`src/rtl/rst_seq_pkg.sv`:
```
// rst_seq_pkg: shared state encoding and lock-loss counter constants for the reset sequencer
package rst_seq_pkg;

    typedef enum logic [2:0] {
        IDLE      = 3'd0,
        WAIT_LOCK = 3'd1,
        DAC_RST   = 3'd2,
        SETTLE    = 3'd3,
        RELEASE   = 3'd4,
        RUN       = 3'd5
    } state_t;

    localparam int LLC_W = 8;
    localparam logic [LLC_W-1:0] LLC_MAX = '1;

    function automatic logic [LLC_W-1:0] sat_inc(input logic [LLC_W-1:0] v);
        return (v == LLC_MAX) ? v : v + 1'b1;
    endfunction

endpackage

```
`src/rtl/rst_sync2.sv`:
```
// rst_sync2: two-flop synchronizer with asynchronous clear; tie d high for reset release, or feed a level for data
module rst_sync2 (
    input  logic clk,
    input  logic rst_n,
    input  logic d,
    output logic q
);

    logic [1:0] ff;

    // Clear at once on rst_n, then shift d through two flops
    always_ff @(posedge clk or negedge rst_n) begin
        if (!rst_n) ff <= '0;
        else        ff <= {ff[0], d};
    end

    assign q = ff[1];

endmodule

```
`src/rtl/rst_seq_ctrl.sv`:
```
// rst_seq_ctrl: orders DAC reset pulse, settle wait and staggered domain release; reruns on lock loss or soft request
module rst_seq_ctrl
    import rst_seq_pkg::*;
#(
    parameter int N_DOM       = 3,
    parameter int DAC_RST_CYC = 100,
    parameter int SETTLE_CYC  = 1000,
    parameter int STEP_CYC    = 16,
    parameter int CNT_W       = 16
) (
    input  logic             clk,
    input  logic             rst_n,
    input  logic             pll_locked,
    input  logic             soft_rst_req,
    output logic             dac_rst_n,
    output logic [N_DOM-1:0] dom_rst_n,
    output logic             seq_done,
    output logic [LLC_W-1:0] lock_loss_cnt
);

    localparam int IW = $clog2(N_DOM + 1);

    logic             rst_s;
    logic             lock_s;
    state_t           state, state_nx;
    logic [CNT_W-1:0] timer, timer_nx;
    logic [IW-1:0]    idx, idx_nx;
    logic             dac_nx;
    logic [N_DOM-1:0] dom_nx;
    logic             done_nx;
    logic [LLC_W-1:0] llc_nx;
    logic             lost;

    rst_sync2 u_rst_sync (
        .clk   (clk),
        .rst_n (rst_n),
        .d     (1'b1),
        .q     (rst_s)
    );

    rst_sync2 u_lock_sync (
        .clk   (clk),
        .rst_n (rst_n),
        .d     (pll_locked),
        .q     (lock_s)
    );

    // Lock only matters once a sequence has started
    assign lost = !lock_s && (state == DAC_RST || state == SETTLE || state == RELEASE || state == RUN);

    // Next state, timer, release index and registered output values
    always_comb begin
        state_nx = state;
        timer_nx = timer;
        idx_nx   = idx;
        dac_nx   = dac_rst_n;
        dom_nx   = dom_rst_n;
        done_nx  = seq_done;
        llc_nx   = lock_loss_cnt;
        case (state)
            IDLE: begin
                dac_nx  = 1'b0;
                dom_nx  = '0;
                done_nx = 1'b0;
                if (rst_s) begin
                    state_nx = WAIT_LOCK;
                    timer_nx = '0;
                end
            end
            WAIT_LOCK: begin
                dac_nx  = 1'b0;
                dom_nx  = '0;
                done_nx = 1'b0;
                if (lock_s) begin
                    state_nx = DAC_RST;
                    timer_nx = '0;
                end
            end
            DAC_RST: begin
                timer_nx = timer + 1'b1;
                if (timer == CNT_W'(DAC_RST_CYC - 1)) begin
                    state_nx = SETTLE;
                    timer_nx = '0;
                    dac_nx   = 1'b1;
                end
            end
            SETTLE: begin
                timer_nx = timer + 1'b1;
                if (timer == CNT_W'(SETTLE_CYC - 1)) begin
                    state_nx = RELEASE;
                    timer_nx = '0;
                    idx_nx   = '0;
                end
            end
            RELEASE: begin
                timer_nx = timer + 1'b1;
                if (idx == IW'(N_DOM)) begin
                    state_nx = RUN;
                    done_nx  = 1'b1;
                end else if (timer == CNT_W'(STEP_CYC - 1)) begin
                    dom_nx   = dom_rst_n | (N_DOM'(1) << idx);
                    idx_nx   = idx + 1'b1;
                    timer_nx = '0;
                end
            end
            RUN: begin
                if (soft_rst_req) begin
                    state_nx = DAC_RST;
                    timer_nx = '0;
                    dac_nx   = 1'b0;
                    dom_nx   = '0;
                    done_nx  = 1'b0;
                end
            end
            default: begin
                state_nx = IDLE;
                dac_nx   = 1'b0;
                dom_nx   = '0;
                done_nx  = 1'b0;
            end
        endcase
        if (lost) begin
            state_nx = WAIT_LOCK;
            timer_nx = '0;
            dac_nx   = 1'b0;
            dom_nx   = '0;
            done_nx  = 1'b0;
            llc_nx   = sat_inc(lock_loss_cnt);
        end
        if (!rst_s) state_nx = IDLE;
    end

    // All state and outputs clear asynchronously on rst_n
    always_ff @(posedge clk or negedge rst_n) begin
        if (!rst_n) begin
            state         <= IDLE;
            timer         <= '0;
            idx           <= '0;
            dac_rst_n     <= 1'b0;
            dom_rst_n     <= '0;
            seq_done      <= 1'b0;
            lock_loss_cnt <= '0;
        end else begin
            state         <= state_nx;
            timer         <= timer_nx;
            idx           <= idx_nx;
            dac_rst_n     <= dac_nx;
            dom_rst_n     <= dom_nx;
            seq_done      <= done_nx;
            lock_loss_cnt <= llc_nx;
        end
    end

endmodule
```
`config.mk`:
```
export PLATFORM = sky130hd
export DESIGN_NAME = rst_seq_ctrl
export DESIGN_NICKNAME = d
export VERILOG_FILES = /design/src/rtl/rst_seq_pkg.sv /design/src/rtl/rst_sync2.sv /design/src/rtl/rst_seq_ctrl.sv
export SDC_FILE = /design/constraint.sdc
export NUM_CORES = 1
export LEC_CHECK = 0
export BUFFER_PORTS_ARGS = -buffer_cell sky130_fd_sc_hd__buf_4
export CAP_MARGIN = 40
export CORE_MARGIN = 3
export CORE_UTILIZATION = 45
export DETAILED_ROUTE_END_ITERATION = 6
export HOLD_SLACK_MARGIN = 0.03
export PLACE_DENSITY = 0.71
export SLEW_MARGIN = 20
export SYNTH_ARGS = -nofsm -noshare
export SYNTH_HDL_FRONTEND = slang
export SYNTH_HIERARCHICAL = 1
export SYNTH_SLANG_ARGS = --single-unit
```
`constraint.sdc`:
```
create_clock -name clk -period 4.51 [get_ports clk]
set_input_delay 0.6765 -clock clk [delete_from_list [all_inputs] [get_ports clk]]
set_output_delay 0.6765 -clock clk [all_outputs]
set_load 0.03 [all_outputs]
```
==> qor.txt <==
Via density = 5.74
Power Density = 495 nW/um^2
layout cell share with drive strength beyond 1 = 0.160
Post-CTS Resized = 0
unrepaired setup endpoints after global routing = no
cell taking the most area after synthesis = dfrtp_1
P_sw = 421 uW
sequential share of power = 0.369
Final Skew = 0.00622 ns
combinational share of power = 0.331
DRT iter0 DRCs = 111
most frequent cells in the layout = 38 x dfrtp_1, 19 x buf_4, 18 x nor2_1
Post-DRT Antenna Nets = 0
Slew @ Worst Pin = 0.582 ns
Chip Width = 74.0 um
register area share after synthesis = 0.457
RD Place Congestion = 0.843
Detail Placement HPWL = 3.07 mm
WL/cell = 14.8 um
synth unique cells = 47
worst min-delay path class = primary input to async pin
Reg clk slew, reported paths = 0.08 ns
Max-slew headroom = 0.602
CP max stage delay = 0.57 ns
initial antenna violation count = 0
Total Routed Length = 4.28 mm
CTS tree = yes
Worst R2R Start = state[2]
first-pass GRT wire length = 7.18 mm
DRC = 0
Critical Path Start = state[2]
setup TNS = 0 ns
IO Port Bufs = 16
YS warnings = 6
EDFF count, synth = 0
clock buffer count from CTS = 5
CP Cell Sequence = inv_1 -> ha_1 -> nor2_1 -> buf_4 -> a2111oi_0 -> or3_1 -> nor2_2 -> a22o_1
CP Data Required Time = 4.69 ns
worst path arrival time = 2.84 ns
reg-to-reg slack, setup = 1.85 ns
flops & latches, synth = 38
total core area = 4410 um^2
Netlist Area Pre-Place = 2080 um^2
clk_lat worst skew = 0.29 ns
Int Power = 768 uW
most common cell after layout, fill and taps aside = dfrtp_1
CTS root buf = clkbuf_8
Longest Clk Path Bufs = 2
Setup Viol. Count Final = 0
CP Capture Type = register
H-tree depth = 2
Syn Nets = 228
vias in the first global route = 1539
Clk pwr share = 0.300
post-layout util = 0.544
first-pass iteration count of the detailed router = 4
buffer count from post-CTS setup fixing = 0
status = complete, no violations
Antenna diodes = 0
crit path max-delay cell type = a2111oi_0
Sw Share = 0.354
max cap viols = 0
pin count of the biggest net entering global routing = 39
hold_buf cts = 0
Total GRT Usage = 0.169
synth top area cells = dfrtp_1 46%, ha_1 5.4%, nor2_1 3.2%
crit share post-route = 0.590
Post-layout nets = 249
FMAX = 376 MHz
Layout area overhead = 15.3%
gr ovfl total = 0
Worst Path Max Fanout = 13
Yosys top cell area share = 0.457
Post-Syn Area per Cell = 9.68 um^2
asr flop ratio synth = 1.00
leakage power = 1.06 nW
Max Slew Vio Count = 0
Cells after Synth = 215
post-layout min period = 2.66 ns
Row Count = 24
ys flop type = dfrtp_1
clock sink total = 38
final hold vios = 0
via count = 1658
crit path kind = register to register
CP startpoint kind = register
Worst VDD drop = 0.252 mV
starting density of the core = 0.472
die area = 5480 um^2
I/O pins = 17
die height = 74.0 um
==> registers in the layout, indices dropped and copies added, names as in the netlist <==
signal / count
timer: 16
dom_rst_n: 3
u_lock_sync/ff: 2
u_rst_sync/ff: 2
dac_rst_n: 1
seq_done: 1
idx: 2
state: 3
lock_loss_cnt: 8
==> cell usage after synthesis, types with 4 or more instances <==
master	count
and3_1	5
nand2b_1	4
o2bb2ai_1	4
nand3_1	10
nor2_1	18
a21oi_1	11
nor3_1	11
dfrtp_1	38
o31a_1	4
inv_1	11
ha_1	9
nand4_1	5
xnor2_1	5
o21ai_0	7
a31oi_1	9
nand2_1	16
==> kinds of logic after synthesis <==
family / after synthesis / share of synthesized area
other: 1 / 0.00180
adder cells (fa/ha/maj): 9 / 0.0541
buffers and inverters: 16 / 0.0355
multiplexers: 4 / 0.0204
AND/OR/NAND/NOR: 88 / 0.219
flip-flops: 38 / 0.457
XOR/XNOR: 7 / 0.0294
AO/OA/AOI/OAI: 52 / 0.183
==> power by group through the flow <==
stage	Combinational, mW	Sequential (mW)	Clock, mW
after floorplan	0.254	0.469	0
after global placement	0.384	0.444	0
after detailed placement	0.390	0.445	0
after CTS	0.396	0.438	0.365
after global routing	0.431	0.447	0.380
final	0.393	0.438	0.357
==> through the flow <==
stage                     hold slack (ns)  setup slack (ns)  total power, mW  instance area (um^2)  instances
after CTS                           0.353              1.81             1.20                  2400        289
after detailed placement            0.336              1.81            0.836                  2260        281
after floorplan                     0.331              2.34            0.723                  2080        215
final                               0.334              1.85             1.19                  2400        289
after global placement              0.335              1.95            0.828                  2260        281
after global routing                0.363              1.46             1.26                  2400        289
==> metal layers <==
layer  track usage  up-vias  routed length (um)
met3        0.0432        7                 205
li1              -      825                   -
met2         0.253       36                1890
met1         0.241      790                2140
met5             0        -                   0
met4        0.0523        0                  47
==> path summary, 6_finish.rpt <==
path	end	cells past startpoint
worst max-delay path	timer[5]	8
worst min-delay path	timer[9]	1
worst max register to register	timer[5]	8
worst min register to register	u_rst_sync/ff[1]	0
max in group asynchronous	state[2]	1
min in group clk	u_rst_sync/ff[1]	0
==> critical path: cells and delay by family, from the launching register on <==
kind                     cells  cell delay [ns]
AND/OR/NAND/NOR              3             0.66
adder cells (fa/ha/maj)      1             0.30
AO/OA/AOI/OAI                2             0.79
flip-flops                   1             0.52
buffers and inverters        2             0.30
==> final cells by class <==
type,instances,area [um^2]
Inverter,11,41.3
Multi-Input combinational cell,161,1060
Tap cell,52,65.1
Timing Repair Buffer,19,143
Sequential cell,38,951
Fill cell,400,2010
Clock buffer,6,82.6
Clock inverter,2,60.1
No activity file was read; power rests on OpenSTA's default activity.
